### src/rtl/read_superpixel.sv
// rtl/read_superpixel.sv - superpixel colour read-back from the VGA frame RAM read port
//
// Takes a superpixel coordinate, reads its pixel block from the frame RAM and
// returns the colour ID of the top-left pixel, whether the block is uniform,
// and whether the coordinate was out of range.
//
// Optional feature macro: SPIXEL_UNIFORM_CHECK_EN
//   defined   : every pixel of the block is read in raster order and compared
//               against the first word to produce ouniform.
//   undefined : only the top-left pixel is read; ouniform=1 on any non-error result.
//
// Ports:
//   clk, rst_n        clock, asynchronous active-low reset
//   x, y              superpixel coordinate, sampled when ireq_vld && ordy
//   ireq_vld / ordy   request handshake (ordy high only when idle)
//   odata             colour ID of the block's top-left pixel
//   ouniform          1 = every scanned pixel equals odata
//   oerr              1 = coordinate out of range
//   odone             one-cycle pulse, result outputs valid from here on
//   oaddr / orden     RAM read address / enable (oaddr is 0 while orden=0)
//   irdata            RAM read data, RD_LATENCY cycles after orden
module read_superpixel #(
   parameter int SPIXEL_X_WIDTH = 6,
   parameter int SPIXEL_Y_WIDTH = 6,
   parameter int SPIXEL_X_MAX   = 63,
   parameter int SPIXEL_Y_MAX   = 47,
   parameter int PIXEL_X_WIDTH  = 10,
   parameter int PIXEL_Y_WIDTH  = 9,
   parameter int PIXEL_X_MAX    = 639,
   parameter int PIXEL_Y_MAX    = 479,
   parameter int VGA_ADDR_WIDTH = 19,
   parameter int COLOR_ID_WIDTH = 8,
   parameter int RD_LATENCY     = 2
) (
   input  logic                      clk,
   input  logic                      rst_n,
   input  logic [SPIXEL_X_WIDTH-1:0] x,
   input  logic [SPIXEL_Y_WIDTH-1:0] y,
   input  logic                      ireq_vld,
   output logic                      ordy,
   output logic [COLOR_ID_WIDTH-1:0] odata,
   output logic                      ouniform,
   output logic                      oerr,
   output logic                      odone,
   output logic [VGA_ADDR_WIDTH-1:0] oaddr,
   output logic                      orden,
   input  logic [COLOR_ID_WIDTH-1:0] irdata
);

   localparam int PITCH = PIXEL_X_MAX + 1;
   localparam int BLK_W = PITCH / (SPIXEL_X_MAX + 1);
   localparam int BLK_H = (PIXEL_Y_MAX + 1) / (SPIXEL_Y_MAX + 1);

   localparam logic [1:0] S_IDLE  = 2'd0;
   localparam logic [1:0] S_ISSUE = 2'd1;
   localparam logic [1:0] S_DRAIN = 2'd2;
   localparam logic [1:0] S_DONE  = 2'd3;

   localparam logic [RD_LATENCY-1:0] PIPE_TOP = RD_LATENCY'(1) << (RD_LATENCY - 1);
   localparam logic [VGA_ADDR_WIDTH-1:0] PITCH_A = VGA_ADDR_WIDTH'(PITCH);

   logic [1:0]                state;
   logic [VGA_ADDR_WIDTH-1:0] addr_r;
   logic [RD_LATENCY-1:0]     vpipe;      // one bit per read in flight
   logic                      first_r;    // next returned word is the top-left pixel
   logic [COLOR_ID_WIDTH-1:0] data_r;
   logic                      uni_r;
   logic [COLOR_ID_WIDTH-1:0] data_nx;
   logic                      uni_nx;
   logic                      out_of_range;
   logic [VGA_ADDR_WIDTH-1:0] start_addr;
   logic                      last_rd;
   logic                      last_in;

   // One extra bit so the range compare is never constant when *_MAX fills the field.
   assign out_of_range = ({1'b0, x} > (SPIXEL_X_WIDTH+1)'(SPIXEL_X_MAX)) ||
                         ({1'b0, y} > (SPIXEL_Y_WIDTH+1)'(SPIXEL_Y_MAX));
   // Computed once per request; the scan itself only adds.
   assign start_addr = VGA_ADDR_WIDTH'(int'(y) * BLK_H * PITCH + int'(x) * BLK_W);

   assign ordy  = (state == S_IDLE);
   assign orden = (state == S_ISSUE);
   assign odone = (state == S_DONE);
   assign oaddr = orden ? addr_r : '0;

   // The last word is in when the top pipe stage is the only one still occupied;
   // reads are only issued in ISSUE, so this test is only used from DRAIN.
   assign last_in = vpipe[RD_LATENCY-1] && ((vpipe & ~PIPE_TOP) == '0);

   // Value of the result registers after absorbing the word on irdata this cycle.
   assign data_nx = first_r ? irdata : data_r;

`ifdef SPIXEL_UNIFORM_CHECK_EN
   localparam int CW = $clog2(BLK_W + 1);
   localparam int RW = $clog2(BLK_H + 1);

   logic [VGA_ADDR_WIDTH-1:0] row_base;   // address of the current row's first pixel
   logic [CW-1:0]             col_cnt;
   logic [RW-1:0]             row_cnt;

   assign last_rd = (col_cnt == CW'(BLK_W - 1)) && (row_cnt == RW'(BLK_H - 1));
   assign uni_nx  = first_r ? 1'b1 : (uni_r && (irdata == data_r));
`else
   assign last_rd = 1'b1;
   assign uni_nx  = 1'b1;
`endif

   always_ff @(posedge clk or negedge rst_n) begin
      if (!rst_n) begin
         state    <= S_IDLE;
         addr_r   <= '0;
         vpipe    <= '0;
         first_r  <= 1'b0;
         data_r   <= '0;
         uni_r    <= 1'b0;
         odata    <= '0;
         ouniform <= 1'b0;
         oerr     <= 1'b0;
`ifdef SPIXEL_UNIFORM_CHECK_EN
         row_base <= '0;
         col_cnt  <= '0;
         row_cnt  <= '0;
`endif
      end else begin
         vpipe <= (vpipe << 1) | RD_LATENCY'(orden);

         if (vpipe[RD_LATENCY-1]) begin
            data_r  <= data_nx;
            uni_r   <= uni_nx;
            first_r <= 1'b0;
         end

         case (state)
            S_IDLE: begin
               if (ireq_vld) begin
                  odata    <= '0;
                  ouniform <= 1'b0;
                  oerr     <= 1'b0;
                  if (out_of_range) begin
                     oerr  <= 1'b1;
                     state <= S_DONE;
                  end else begin
                     addr_r  <= start_addr;
                     first_r <= 1'b1;
                     uni_r   <= 1'b1;
`ifdef SPIXEL_UNIFORM_CHECK_EN
                     row_base <= start_addr;
                     col_cnt  <= '0;
                     row_cnt  <= '0;
`endif
                     state <= S_ISSUE;
                  end
               end
            end
            S_ISSUE: begin
               if (last_rd) begin
                  state <= S_DRAIN;
               end
`ifdef SPIXEL_UNIFORM_CHECK_EN
               else if (col_cnt == CW'(BLK_W - 1)) begin
                  col_cnt  <= '0;
                  row_cnt  <= row_cnt + RW'(1);
                  row_base <= row_base + PITCH_A;
                  addr_r   <= row_base + PITCH_A;
               end else begin
                  col_cnt <= col_cnt + CW'(1);
                  addr_r  <= addr_r + VGA_ADDR_WIDTH'(1);
               end
`endif
            end
            S_DRAIN: begin
               if (last_in) begin
                  odata    <= data_nx;
                  ouniform <= uni_nx;
                  state    <= S_DONE;
               end
            end
            default: state <= S_IDLE;
         endcase
      end
   end

endmodule

### config.mk
export PLATFORM = sky130hd
export DESIGN_NAME = read_superpixel
export DESIGN_NICKNAME = d
export VERILOG_FILES = /design/src/rtl/read_superpixel.sv
export SDC_FILE = /design/constraint.sdc
export NUM_CORES = 1
export LEC_CHECK = 0
export ABC_AREA = 1
export CORE_ASPECT_RATIO = 2
export CORE_UTILIZATION = 34
export CTS_CLUSTER_SIZE = 25
export DETAILED_ROUTE_END_ITERATION = 8
export PLACE_DENSITY = 0.59
export SLEW_MARGIN = 5
export SYNTH_ARGS = -nofsm -noshare
export SYNTH_HDL_FRONTEND = slang
export SYNTH_SLANG_ARGS = --single-unit
### constraint.sdc
create_clock -name clk -period 1.9 [get_ports clk]
set_clock_uncertainty 0.15 [all_clocks]
set_input_delay 0.38 -clock clk [delete_from_list [all_inputs] [get_ports clk]]
set_output_delay 0.38 -clock clk [all_outputs]
set_load 0.01 [all_outputs]
==> impl_metrics.env, run 1 <==
export IMPL_run_status="complete, but fails checks"
export IMPL_failed_checks="negative setup slack"
export IMPL_routed_via_density=4.746
export IMPL_cts_inserted_buffers=5
export IMPL_fraction_of_the_yosys_area_taken_by_sequential_cells_pct=34.86
export IMPL_num_vias=2928
export IMPL_maximum_number_of_pins_on_one_net_before_global_route_repair=27
export IMPL_drc=0
export IMPL_cts_htree_levels=2
export IMPL_dp_hpwl_um=5645
export IMPL_final_hold_worst_slack_ns=0.1530
export IMPL_clock_latency_on_the_worst_skew_pair_ns=0.28
export IMPL_critical_path_most_common_cell="sky130_fd_sc_hd__nand2_1"
export IMPL_first_iter_violations=119
export IMPL_achievable_frequency_mhz=333.0
export IMPL_design_die_area_sq_um=9054
export IMPL_path_buf_inv=4
export IMPL_critical_path_top_delay_family="simple AND/OR/NAND/NOR gates"
export IMPL_setup_slack_ns=-1.103
export IMPL_worst_setup_hold_path_clk_slew_ns=0.06
export IMPL_firstDrtPassIters=4
export IMPL_wl_per_cell_um=13.88
export IMPL_route_final_wire_length_um=8565
export IMPL_grt_first_pass_wirelength_um=13590
export IMPL_setup_violations=27
export IMPL_cells_after_synthesis=370
export IMPL_end_kind="flop"
export IMPL_cts_sink_count=41
export IMPL_ys_ff_latch=41
export IMPL_vdd_ir_drop_max_mv=0.7188
export IMPL_timing_final_crit_period_ns=3.003
export IMPL_number_of_antenna_violations_at_the_first_check_in_global_routing=0
export IMPL_fin_tns_setup_ns=-10.46
export IMPL_mappedNetlistNets=431
export IMPL_critical_path_cell_chain="buf_8, ha_4, ha_4, inv_2, fa_2, inv_2, nand3_4, nand2_4, nand2_4, and3_4, nor2_4, ha_4, nand2_4, nor2_2, nand2_1, nand3_1, nand2_2, nand2_2, nor2_2, nand2_1, inv_1, nand2_1, nand3_1, nand2_1"
export IMPL_worst_endpoint_required_ns=1.93
export IMPL_die_y_um=133.6
export IMPL_least_margin_pin_slew_ns=0.5758
export IMPL_max_cap_viol_count=0
export IMPL_fp_dieW_um=67.79
export IMPL_layout_commonest_cell="sky130_fd_sc_hd__nand2_1"
export IMPL_timing_hold_worst_class="in2reg"
export IMPL_layout_drive_gt1_share_pct=53.95
export IMPL_ant_nets=0
export IMPL_core_region_area_sq_um=8351
export IMPL_post_synth_instance_area_sq_um=2943
export IMPL_syn_to_final_growth_pct=79.59
export IMPL_std_cell_rows=47
export IMPL_netlist_cell_type_count=36
export IMPL_rsz_0062_raised_after_global_routing="true"
export IMPL_slew_viol_final=0
export IMPL_gpl_final_weighted_congestion=0.8278
export IMPL_syn_area_per_cell_sq_um=7.954
export IMPL_initial_core_util_pct=35.24
export IMPL_diodes=0
export IMPL_clock_root_buffer="sky130_fd_sc_hd__clkbuf_16"
export IMPL_cellLeakagePower_nw=2.675
export IMPL_timing_max_slew_rel_slack_pct=61.62
export IMPL_number_of_nets_at_the_end_of_the_flow=579
export IMPL_io_buffers=53
export IMPL_worst_path_largest_cell_delay_ns=0.41
export IMPL_critPathKind="in2reg"
export IMPL_critPathSlowestCell="sky130_fd_sc_hd__fa_2"
export IMPL_fraction_of_registers_with_async_set_or_reset_after_synthesis_pct=100.0
export IMPL_clockBufferDepth=2
export IMPL_tritoncts_clock_tree="built"
export IMPL_critical_path_launch_point_type="input pin"
export IMPL_ys_dominant_reg_cell="sky130_fd_sc_hd__dfrtp_1"
export IMPL_num_io_pins=55
export IMPL_timing_final_crit_share_pct=158.0
export IMPL_synth_warning_count=0
export IMPL_critPathMaxFanout=5
export IMPL_power_per_cell_area_nw_per_um2=1308
export IMPL_first_global_vias=3075
export IMPL_critical_path_arrival_ns=3.03
export IMPL_globalRoute_totalOverflow=0
export IMPL_synth_enable_flop_cells=0
export IMPL_grt_total_usage_pct=19.94
export IMPL_mostFrequentLayoutCells="sky130_fd_sc_hd__nand2_1 (82), sky130_fd_sc_hd__buf_4 (62), sky130_fd_sc_hd__dfrtp_1 (41)"
export IMPL_finalHoldViolCount=0
## layout make-up
class | instances | area (sq um)
multi-input cells | 271 | 2387
well taps | 98 | 122.6
inverters | 51 | 191.4
flip-flops and latches | 41 | 1026
clock buffers | 7 | 152.6
fillers | 695 | 3065
repair buffers | 148 | 1400
clock inverters | 1 | 5.005
## synthesized netlist by cell type, types with 2 or more instances
master | instances | share of area [%]
sky130_fd_sc_hd__a21oi_1 | 9 | 1.5
sky130_fd_sc_hd__xor2_1 | 3 | 0.89
sky130_fd_sc_hd__nor2_4 | 2 | 0.77
sky130_fd_sc_hd__inv_1 | 47 | 6.0
sky130_fd_sc_hd__fa_1 | 4 | 2.7
sky130_fd_sc_hd__inv_2 | 4 | 0.51
sky130_fd_sc_hd__nand2_1 | 114 | 15
sky130_fd_sc_hd__xnor2_1 | 4 | 1.2
sky130_fd_sc_hd__nand2_2 | 11 | 2.3
sky130_fd_sc_hd__mux2i_1 | 8 | 2.7
sky130_fd_sc_hd__o21ai_0 | 25 | 4.3
sky130_fd_sc_hd__nor2_1 | 8 | 1.0
sky130_fd_sc_hd__dfrtp_1 | 41 | 35
sky130_fd_sc_hd__nand3_2 | 5 | 1.7
sky130_fd_sc_hd__o21ai_1 | 2 | 0.34
sky130_fd_sc_hd__clkbuf_1 | 6 | 0.77
sky130_fd_sc_hd__nand4_1 | 2 | 0.43
sky130_fd_sc_hd__a21oi_2 | 4 | 1.2
sky130_fd_sc_hd__nor2_2 | 4 | 0.85
sky130_fd_sc_hd__ha_1 | 34 | 14
sky130_fd_sc_hd__nand3_1 | 18 | 3.1
## worst min-delay path, delay by kind of cell
family | cells | cell delay, ns
simple gates | 2 | 0.09
buf+inv | 1 | 0.08
## through the flow
step	cells	cell area (sq um)	total power, W	worst slack [ns]	util [%]
after floorplan	370	3167	0.003305	-1.126	-
after global placement	564	4187	0.004466	-1.954	50.13
after detailed placement	564	4187	0.004549	-1.951	50.13
after CTS	604	5015	0.006468	-1.069	60.05
after global routing	617	5285	0.007404	-1.301	63.29
final	617	5285	0.006912	-1.103	63.29
## path summary, 6_finish.rpt
path	from	end	depth (start not counted)	slack (ns)
worst max-delay path	y[3]	addr_r[18]	24	-1.10
worst min-delay path	x[1]	addr_r[2]	3	0.15
worst max register to register	state[0]	odata[1]	9	0.11
worst min register to register	vpipe[0]	vpipe[1]	0	0.23
max in group asynchronous	rst_n	state[0]	3	0.56
min in group asynchronous	rst_n	odata[2]	2	0.47
## power by group
group	internal [W]	total [W]	switching, W
sequential	0.00126	0.00158	0.000320
clock	0.000556	0.000885	0.000330
combinational	0.00230	0.00444	0.00214
## registers in the layout, summed over array words and instances, names as in the netlist
register	count
state	2
addr_r	18
oerr	1
vpipe	2
data_r	8
ouniform	1
odata	8
first_r	1
## repair_timing
| action | 4_1_cts | 5_1_grt |
|---|---|---|
| hold buffers | 1 | 0 |
| setup endpoints to repair | 34 | 46 |
| buffers inserted | 28 | 17 |
| pin swaps | 63 | 40 |
| endpoints found under the hold margin | 24 | 0 |
| cloned | 3 | 1 |
| gates resized for setup | 232 | 65 |
## routing by layer
metal  vias to the layer above  part of all wire, %  track usage (%)  wire length [um]
li1                       1486                    -                -                 -
met1                      1374                   35            18.83              2984
met2                        50                   60            38.94              5159
met3                        18                  2.3            1.798               196
met4                         0                  2.6            10.53               225
met5                         -                    0                0                 0
## cells by family (layout without fill, tap and decap cells)
kind of cell / Yosys count / after routing / synth area share (%)
and+or+nand+nor: 168 / 168 / 25.98
other: 1 / 1 / 0.1274
AOI/OAI and AO/OA: 48 / 49 / 9.354
DFF: 41 / 41 / 34.86
buffers and inverters: 59 / 207 / 7.695
adders and majority gates: 38 / 38 / 17.18
xor gates and xnor gates: 7 / 7 / 2.083
muxes: 8 / 8 / 2.721
Note: power is estimated with default switching activity, not from simulation.
==> run 2: changes to the inputs <==
CORE_UTILIZATION = 53   (was 34)
PLACE_DENSITY = 0.81   (was 0.59)
==> run 2 against run 1 <==
Against the previous run: synthesized cell count unchanged; area after synthesis stayed put; the run now fails in global routing.
==> impl_metrics.env, run 2 <==
export IMPL_synth_enable_flop_cells=0
export IMPL_globalRoute_totalOverflow=13
export IMPL_run_status="stopped before the end"
export IMPL_initial_core_util_pct=54.77
export IMPL_post_synth_instance_area_sq_um=2943
export IMPL_yosysTopAreaCellShare_pct=34.86
export IMPL_placement_setup_worst_slack_ns=-1.972
export IMPL_flow_stopped_at="global routing"
export IMPL_std_cell_rows=38
export IMPL_flow_first_error="[ERROR GRT-0232] Routing congestion too high. Check the congestion heatmap in the GUI."
export IMPL_cts_inserted_buffers=5
export IMPL_ys_dominant_reg_cell="sky130_fd_sc_hd__dfrtp_1"
export IMPL_synth_warning_count=0
export IMPL_yosys_area_top_type="sky130_fd_sc_hd__dfrtp_1"
export IMPL_dp_hpwl_um=5733
export IMPL_mappedNetlistNets=431
export IMPL_gpl_final_weighted_congestion=0.8125
export IMPL_netlist_cell_type_count=36
export IMPL_die_y_um=107.4
export IMPL_worst_endpoint_after_grt_repair="addr_r[18]$_DFFE_PN0P_/D"
export IMPL_grt_total_usage_pct=66.62
export IMPL_ys_ff_latch=41
export IMPL_yosysMostFrequentCell="sky130_fd_sc_hd__nand2_1"
export IMPL_fraction_of_registers_with_async_set_or_reset_after_synthesis_pct=100.0
export IMPL_syn_area_per_cell_sq_um=7.954
export IMPL_num_io_pins=55
export IMPL_fraction_of_the_yosys_area_taken_by_sequential_cells_pct=34.86
export IMPL_clockBufferDepth=2
export IMPL_cells_after_synthesis=370
export IMPL_post_synth_most_frequent_cells="sky130_fd_sc_hd__nand2_1 (114), sky130_fd_sc_hd__inv_1 (47), sky130_fd_sc_hd__dfrtp_1 (41), sky130_fd_sc_hd__ha_1 (34), sky130_fd_sc_hd__o21ai_0 (25)"
export IMPL_maximum_number_of_pins_on_one_net_before_global_route_repair=24
export IMPL_fp_dieW_um=54.69
export IMPL_clock_root_buffer="sky130_fd_sc_hd__clkbuf_8"
export IMPL_synthTopCellsByArea="sky130_fd_sc_hd__dfrtp_1 (35%), sky130_fd_sc_hd__nand2_1 (15%), sky130_fd_sc_hd__ha_1 (14%)"
export IMPL_io_buffers=53
export IMPL_cts_htree_levels=2
export IMPL_worst_endpoint_pin_kind="register data pin"
export IMPL_cts_sink_count=41
==> run 2: cell counts after synthesis <==
Identical to the previous run, type by type.
==> run 2: what timing repair did <==
action                                 CTS
cloned                                   3
resized for setup                      218
buffers inserted                        20
pin swaps                               67
setup endpoints to repair               39
endpoints found under the hold margin   21
hold buffers                             1
==> run 2: cells by family after synthesis <==
group                    count (synthesis)  share of synthesized area [%]
AND/OR/NAND/NOR                        168                          25.98
flip-flops                              41                          34.86
multiplexers                             8                          2.721
AO/OA/AOI/OAI                           48                          9.354
buffers and inverters                   59                          7.695
adder cells (fa/ha/maj)                 38                          17.18
XOR/XNOR                                 7                          2.083
other                                    1                         0.1274
==> run 2: per-layer routing <==
layer	global-route usage [%]	GRT overflow
met2	82.87	9
met5	7.778	0
met3	44.21	0
met4	64.29	4
met1	69.83	0
==> run 2: metrics by stage <==
stage | setup TNS (ns) | area (sq um) | std cells
after floorplan | -8.334 | 3167 | 370
after global placement | -18.74 | 4111 | 524
after detailed placement | -19.57 | 4111 | 524
after CTS | -10.08 | 4720 | 555
==> run 3: changes to the inputs <==
CORE_ASPECT_RATIO = default   (was 2)
CORE_UTILIZATION = 40   (was 53)
CTS_CLUSTER_SIZE = default   (was 25)
PLACE_DENSITY = default   (was 0.81)
PLACE_DENSITY_LB_ADDON = 0.15   (was default)
==> run 3 against run 2 <==
Against the previous run: the flow now finishes, with violations (negative setup slack).
==> impl_metrics.env, run 3 (same netlist as run 1, synthesis figures left out) <==
export IMPL_timing_final_crit_share_pct=162.6
export IMPL_drc=0
export IMPL_reg2reg_to="odata[2]"
export IMPL_failed_checks="negative setup slack"
export IMPL_dp_hpwl_um=5185
export IMPL_globalRoute_totalOverflow=0
export IMPL_wl_per_cell_um=13.46
export IMPL_timing_final_crit_period_ns=3.090
export IMPL_cts_htree_levels=2
export IMPL_cellLeakagePower_nw=2.593
export IMPL_route_final_wire_length_um=8222
export IMPL_seq_area_sq_um=1026
export IMPL_fp_dieW_um=87.78
export IMPL_max_cap_viol_count=0
export IMPL_critPathSlowestCell="sky130_fd_sc_hd__fa_2"
export IMPL_postLayoutCoreUtil_pct=74.14
export IMPL_num_vias=2938
export IMPL_std_cell_rows=30
export IMPL_r2r_setup_slack_ns=0.13
export IMPL_design_die_area_sq_um=7704
export IMPL_setup_slack_ns=-1.190
export IMPL_number_of_antenna_violations_at_the_first_check_in_global_routing=0
export IMPL_number_of_flip_flops_in_the_largest_register=18
export IMPL_num_io_pins=55
export IMPL_gpl_final_weighted_congestion=0.8607
export IMPL_cts_sink_count=41
export IMPL_maximum_number_of_pins_on_one_net_before_global_route_repair=19
export IMPL_critical_path_launch_point_type="input pin"
export IMPL_first_global_vias=2831
export IMPL_worst_path_largest_cell_delay_ns=0.44
export IMPL_run_status="complete, but fails checks"
export IMPL_first_iter_violations=106
export IMPL_critPathMaxFanout=4
export IMPL_setup_worst_path_end="addr_r[18]"
export IMPL_critical_path_cell_chain="buf_8, ha_4, ha_4, inv_2, fa_2, xnor2_4, buf_6, and3_4, nor2_4, ha_4, buf_4, nand3b_1, nand2_2, nor2_4, nand2_2, nor2_2, nand2_1, inv_1, nand2_1, nand3_1, nand2_1"
export IMPL_worst_endpoint_required_ns=1.93
export IMPL_rsz_0062_raised_after_global_routing="true"
export IMPL_clock_latency_on_the_worst_skew_pair_ns=0.29
export IMPL_ant_nets=0
export IMPL_worstSetupStartpoint="y[3]"
export IMPL_finalHoldViolCount=0
export IMPL_diodes=0
export IMPL_layout_commonest_cell="sky130_fd_sc_hd__nand2_1"
export IMPL_final_hold_worst_slack_ns=0.1641
export IMPL_critical_path_arrival_ns=3.12
export IMPL_number_of_nets_at_the_end_of_the_flow=575
export IMPL_clockBufferDepth=2
export IMPL_slew_viol_final=0
export IMPL_n_fill_cell=489
export IMPL_multiInputGateArea_sq_um=2392
export IMPL_timing_hold_worst_class="in2reg"
export IMPL_die_y_um=87.78
export IMPL_cts_inserted_buffers=5
export IMPL_routed_via_density=4.809
export IMPL_vdd_ir_drop_max_mv=0.4611
export IMPL_setup_violations=22
export IMPL_layout_drive_gt1_share_pct=52.43
export IMPL_reg_largest_list="addr_r (18), data_r (8), odata (8)"
export IMPL_grt_total_usage_pct=21.66
export IMPL_achievable_frequency_mhz=323.6
export IMPL_mostFrequentLayoutCells="sky130_fd_sc_hd__nand2_1 (86), sky130_fd_sc_hd__buf_4 (68), sky130_fd_sc_hd__dfrtp_1 (41)"
export IMPL_grt_first_pass_wirelength_um=12920
export IMPL_clock_root_buffer="sky130_fd_sc_hd__clkbuf_8"
export IMPL_core_region_area_sq_um=6944
export IMPL_worst_r2r_cell_count=10
export IMPL_syn_to_final_growth_pct=74.96
export IMPL_power_per_cell_area_nw_per_um2=1249
export IMPL_largest_register="addr_r"
export IMPL_critPathKind="in2reg"
export IMPL_firstDrtPassIters=4
export IMPL_io_buffers=53
export IMPL_end_kind="flop"
export IMPL_worst_setup_hold_path_clk_slew_ns=0.08
export IMPL_crit_reg2reg_launch="state[0]"
export IMPL_tritoncts_clock_tree="built"
export IMPL_initial_core_util_pct=42.38
-- run 3: worst max-delay path, delay by kind of cell --
family	cells	cell delay (ns)
XOR/XNOR	1	0.22
adder cells (fa/ha/maj)	4	1.12
buffers and inverters	5	0.45
AND/OR/NAND/NOR	11	0.97
-- run 3: routing by layer --
layer,share of wire [%],global-route usage (%)
met1,43,26.65
met2,54,40.24
met3,2.6,2.639
met4,1.1,4.918
met5,0,0
-- run 3: worst min-delay path by stage --
stage          start          to  slack, ns  depth (start not counted)
2_1_floorplan  rst_n  addr_r[10]      -0.07                          0
3_3_place_gp   rst_n    state[1]       0.14                          1
3_5_place_dp   rst_n    state[1]       0.13                          1
4_1_cts         x[1]   addr_r[2]       0.14                          3
5_1_grt         x[1]   addr_r[2]       0.16                          3
6_report        x[1]   addr_r[2]       0.16                          3
-- run 3: layout make-up --
cell class	count	area share, %
well taps	96	2.333
repair buffers	144	25.59
inverters	51	3.815
clock buffers	6	1.604
multi-input cells	271	46.46
flip-flops and latches	41	19.93
clock inverters	2	0.2673
-- run 3: repair_timing --
item                                   4_1_cts  5_1_grt
gates resized for setup                    201       85
hold buffers                                 1        0
pin swaps                                   59       34
endpoints found under the hold margin       12        0
setup buffers                               31       16
cloned                                       3        1
setup endpoints to repair                   34       49
-- run 3: power breakdown --
part	internal (W)	switching [W]	total (W)
clock	0.000295	0.000308	0.000603
combinational	0.00218	0.00210	0.00428
sequential	0.00126	0.000293	0.00155
-- run 3: stage by stage --
stage          setup TNS (ns)  area, sq um  worst slack, ns  total power, W  instances
2_1_floorplan          -8.334         3167           -1.126        0.003305        370
3_3_place_gp           -17.56         4161           -1.812        0.004431        559
3_5_place_dp           -18.64         4161           -1.854        0.004504        559
4_1_cts                -10.73         4833           -1.033        0.005888        599
5_1_grt                -11.52         5149           -1.318        0.006904        611
6_report               -9.467         5149           -1.190        0.006432        611
==> run 4: changes to the inputs <==
REMOVE_ABC_BUFFERS = 1   (was default)
==> run 4 against run 3 <==
Against the previous run: the run still ends with negative setup slack left; hold slack better by 0.0029 ns; combinational power increased by 6.3%; total power grew 6.3%; critical path depth did not move; global-route usage grew 0.20 points; clock power increased by 20%; non-clock buffer count shrank 15.
==> impl_metrics.env, run 4 (same netlist as run 1, synthesis figures left out) <==
export IMPL_diodes=0
export IMPL_io_buffers=53
export IMPL_timing_final_crit_period_ns=3.056
export IMPL_routed_via_density=4.926
export IMPL_mostFrequentLayoutCells="sky130_fd_sc_hd__nand2_1 (86), sky130_fd_sc_hd__buf_4 (52), sky130_fd_sc_hd__dfrtp_1 (41)"
export IMPL_timing_hold_worst_class="in2reg"
export IMPL_initial_core_util_pct=42.38
export IMPL_r2r_setup_slack_ns=-0.05
export IMPL_clockBufferDepth=2
export IMPL_grt_first_pass_wirelength_um=13000
export IMPL_run_status="complete, but fails checks"
export IMPL_failed_checks="negative setup slack"
export IMPL_finalHoldViolCount=0
export IMPL_critPathKind="in2reg"
export IMPL_clock_root_buffer="sky130_fd_sc_hd__clkbuf_8"
export IMPL_globalRoute_totalOverflow=0
export IMPL_maximum_number_of_pins_on_one_net_before_global_route_repair=23
export IMPL_worst_path_largest_cell_delay_ns=0.39
export IMPL_number_of_antenna_violations_at_the_first_check_in_global_routing=0
export IMPL_critical_path_cell_chain="buf_8, ha_4, ha_4, inv_2, fa_2, inv_2, nand3_4, nand3_4, and3_4, nor2_4, ha_4, nand2_2, nor2_1, nand2_1, nand3_1, nand2_2, buf_4, buf_4, nand4_1, nand3_1, nand2_1"
export IMPL_grt_total_usage_pct=21.86
export IMPL_max_cap_viol_count=0
export IMPL_core_region_area_sq_um=6944
export IMPL_cts_sink_count=41
export IMPL_layout_drive_gt1_share_pct=51.60
export IMPL_cts_htree_levels=2
export IMPL_reg_largest_list="addr_r (18), data_r (8), odata (8)"
export IMPL_wl_per_cell_um=14.88
export IMPL_vdd_ir_drop_max_mv=0.7019
export IMPL_first_iter_violations=105
export IMPL_clock_latency_on_the_worst_skew_pair_ns=0.29
export IMPL_dp_hpwl_um=4930
export IMPL_critical_path_arrival_ns=3.15
export IMPL_fp_dieW_um=87.78
export IMPL_gpl_final_weighted_congestion=0.8368
export IMPL_die_y_um=87.78
export IMPL_dpl_instance_area_sq_um=3886
export IMPL_critical_path_most_common_cell="sky130_fd_sc_hd__ha_4"
export IMPL_tritoncts_clock_tree="built"
export IMPL_number_of_flip_flops_in_the_largest_register=18
export IMPL_critPathMaxFanout=4
export IMPL_largest_register="addr_r"
export IMPL_critical_path_top_delay_family="simple AND/OR/NAND/NOR gates"
export IMPL_slew_viol_final=0
export IMPL_power_per_cell_area_nw_per_um2=1340
export IMPL_timing_final_crit_share_pct=160.9
export IMPL_placedCellCount=552
export IMPL_path_buf_inv=5
export IMPL_critPathSlowestCell="sky130_fd_sc_hd__fa_2"
export IMPL_rsz_0062_raised_after_global_routing="true"
export IMPL_placement_setup_worst_slack_ns=-1.985
export IMPL_fin_tns_setup_ns=-10.67
export IMPL_worst_endpoint_required_ns=1.99
export IMPL_end_kind="flop"
export IMPL_setup_slack_ns=-1.156
export IMPL_drc=0
export IMPL_worst_setup_hold_path_clk_slew_ns=0.09
export IMPL_cellLeakagePower_nw=2.517
export IMPL_finalInstanceArea_sq_um=5100
export IMPL_final_hold_worst_slack_ns=0.1670
export IMPL_layout_commonest_cell="sky130_fd_sc_hd__nand2_1"
export IMPL_syn_to_final_growth_pct=73.30
export IMPL_num_io_pins=55
export IMPL_firstDrtPassIters=4
export IMPL_finished_layout_cells=596
export IMPL_num_vias=2936
export IMPL_design_die_area_sq_um=7704
export IMPL_critical_path_launch_point_type="input pin"
export IMPL_first_global_vias=2794
export IMPL_ant_nets=0
export IMPL_route_final_wire_length_um=8871
export IMPL_std_cell_rows=30
export IMPL_cts_inserted_buffers=5
export IMPL_number_of_nets_at_the_end_of_the_flow=560
export IMPL_achievable_frequency_mhz=327.2
export IMPL_setup_violations=26
## run 4: cell count changes in the layout (fill, tap and decap cells not counted), moves of 2 or more
cell | before | now
sky130_fd_sc_hd__buf_16 | 0 | 2
sky130_fd_sc_hd__clkinvlp_4 | 0 | 2
sky130_fd_sc_hd__xor2_2 | 0 | 2
sky130_fd_sc_hd__nor2_2 | 4 | 2
sky130_fd_sc_hd__xor2_1 | 3 | 1
sky130_fd_sc_hd__o21ai_1 | 9 | 7
sky130_fd_sc_hd__nand3_1 | 14 | 16
sky130_fd_sc_hd__clkdlybuf4s15_2 | 2 | 0
sky130_fd_sc_hd__o21ai_2 | 1 | 3
sky130_fd_sc_hd__nand3_2 | 6 | 4
sky130_fd_sc_hd__buf_4 | 68 | 52
sky130_fd_sc_hd__inv_1 | 24 | 22
## run 4: final timing paths
kind                       startpoint         end  cells after the start
min reg2reg                  vpipe[0]    vpipe[1]                      0
max reg2reg                  state[0]  addr_r[10]                     10
min in group asynchronous       rst_n   data_r[3]                      2
min                              x[1]   addr_r[2]                      3
max in group asynchronous       rst_n  addr_r[17]                      3
max                              y[1]  addr_r[16]                     21
## run 4: stage by stage
step	util [%]	power, W
floorplan	-	0.003086
CTS	67.17	0.005932
finish	73.44	0.006834
global placement	55.96	0.004209
global route	73.44	0.007302
detailed placement	55.96	0.004268
## run 4: cell type report
class	instances	area, sq um
Clock buffer	5	68.82
Clock inverter	3	46.29
Fill cell	458	1844
Inverter	51	200.2
Multi-Input combinational cell	271	2399
Sequential cell	41	1026
Tap cell	96	120.1
Timing Repair Buffer	129	1240
## run 4: worst register-to-register path, cell delays in order (launching register included)
cell and delay, ns:
sky130_fd_sc_hd__dfrtp_1 0.39, sky130_fd_sc_hd__buf_4 0.14, sky130_fd_sc_hd__buf_4 0.13, sky130_fd_sc_hd__clkinvlp_4 0.10, sky130_fd_sc_hd__ha_4 0.18, sky130_fd_sc_hd__nand2_1 0.11
sky130_fd_sc_hd__a21oi_2 0.22, sky130_fd_sc_hd__inv_2 0.07, sky130_fd_sc_hd__buf_4 0.17, sky130_fd_sc_hd__nand2_1 0.10, sky130_fd_sc_hd__o31ai_4 0.08
## run 4: timing repair
| action | 4_1_cts | 5_1_grt |
|---|---|---|
| setup endpoints to repair | 34 | 48 |
| resized for setup | 246 | 89 |
| endpoints found under the hold margin | 19 | 0 |
| cloned | 3 | 1 |
| pin swaps | 55 | 44 |
| buffers inserted | 19 | 15 |
| hold buffers | 1 | 0 |
## run 4: power breakdown
part | internal (W) | total [W] | switching, W
Clock | 0.000394 | 0.000723 | 0.000329
Sequential | 0.00126 | 0.00156 | 0.000301
Combinational | 0.00233 | 0.00455 | 0.00222
Total | 0.00399 | 0.00683 | 0.00285
## run 4: metal layers
metal  track usage [%]  part of all wire, %  vias up  routed length [um]
met5                 0                    0        -                   0
li1                  -                    -     1441                   -
met3             4.241                  3.5       18                 309
met1             25.80                   41     1396                3621
met4             6.408                  1.9        0                 168
met2             40.03                   54       81                4771
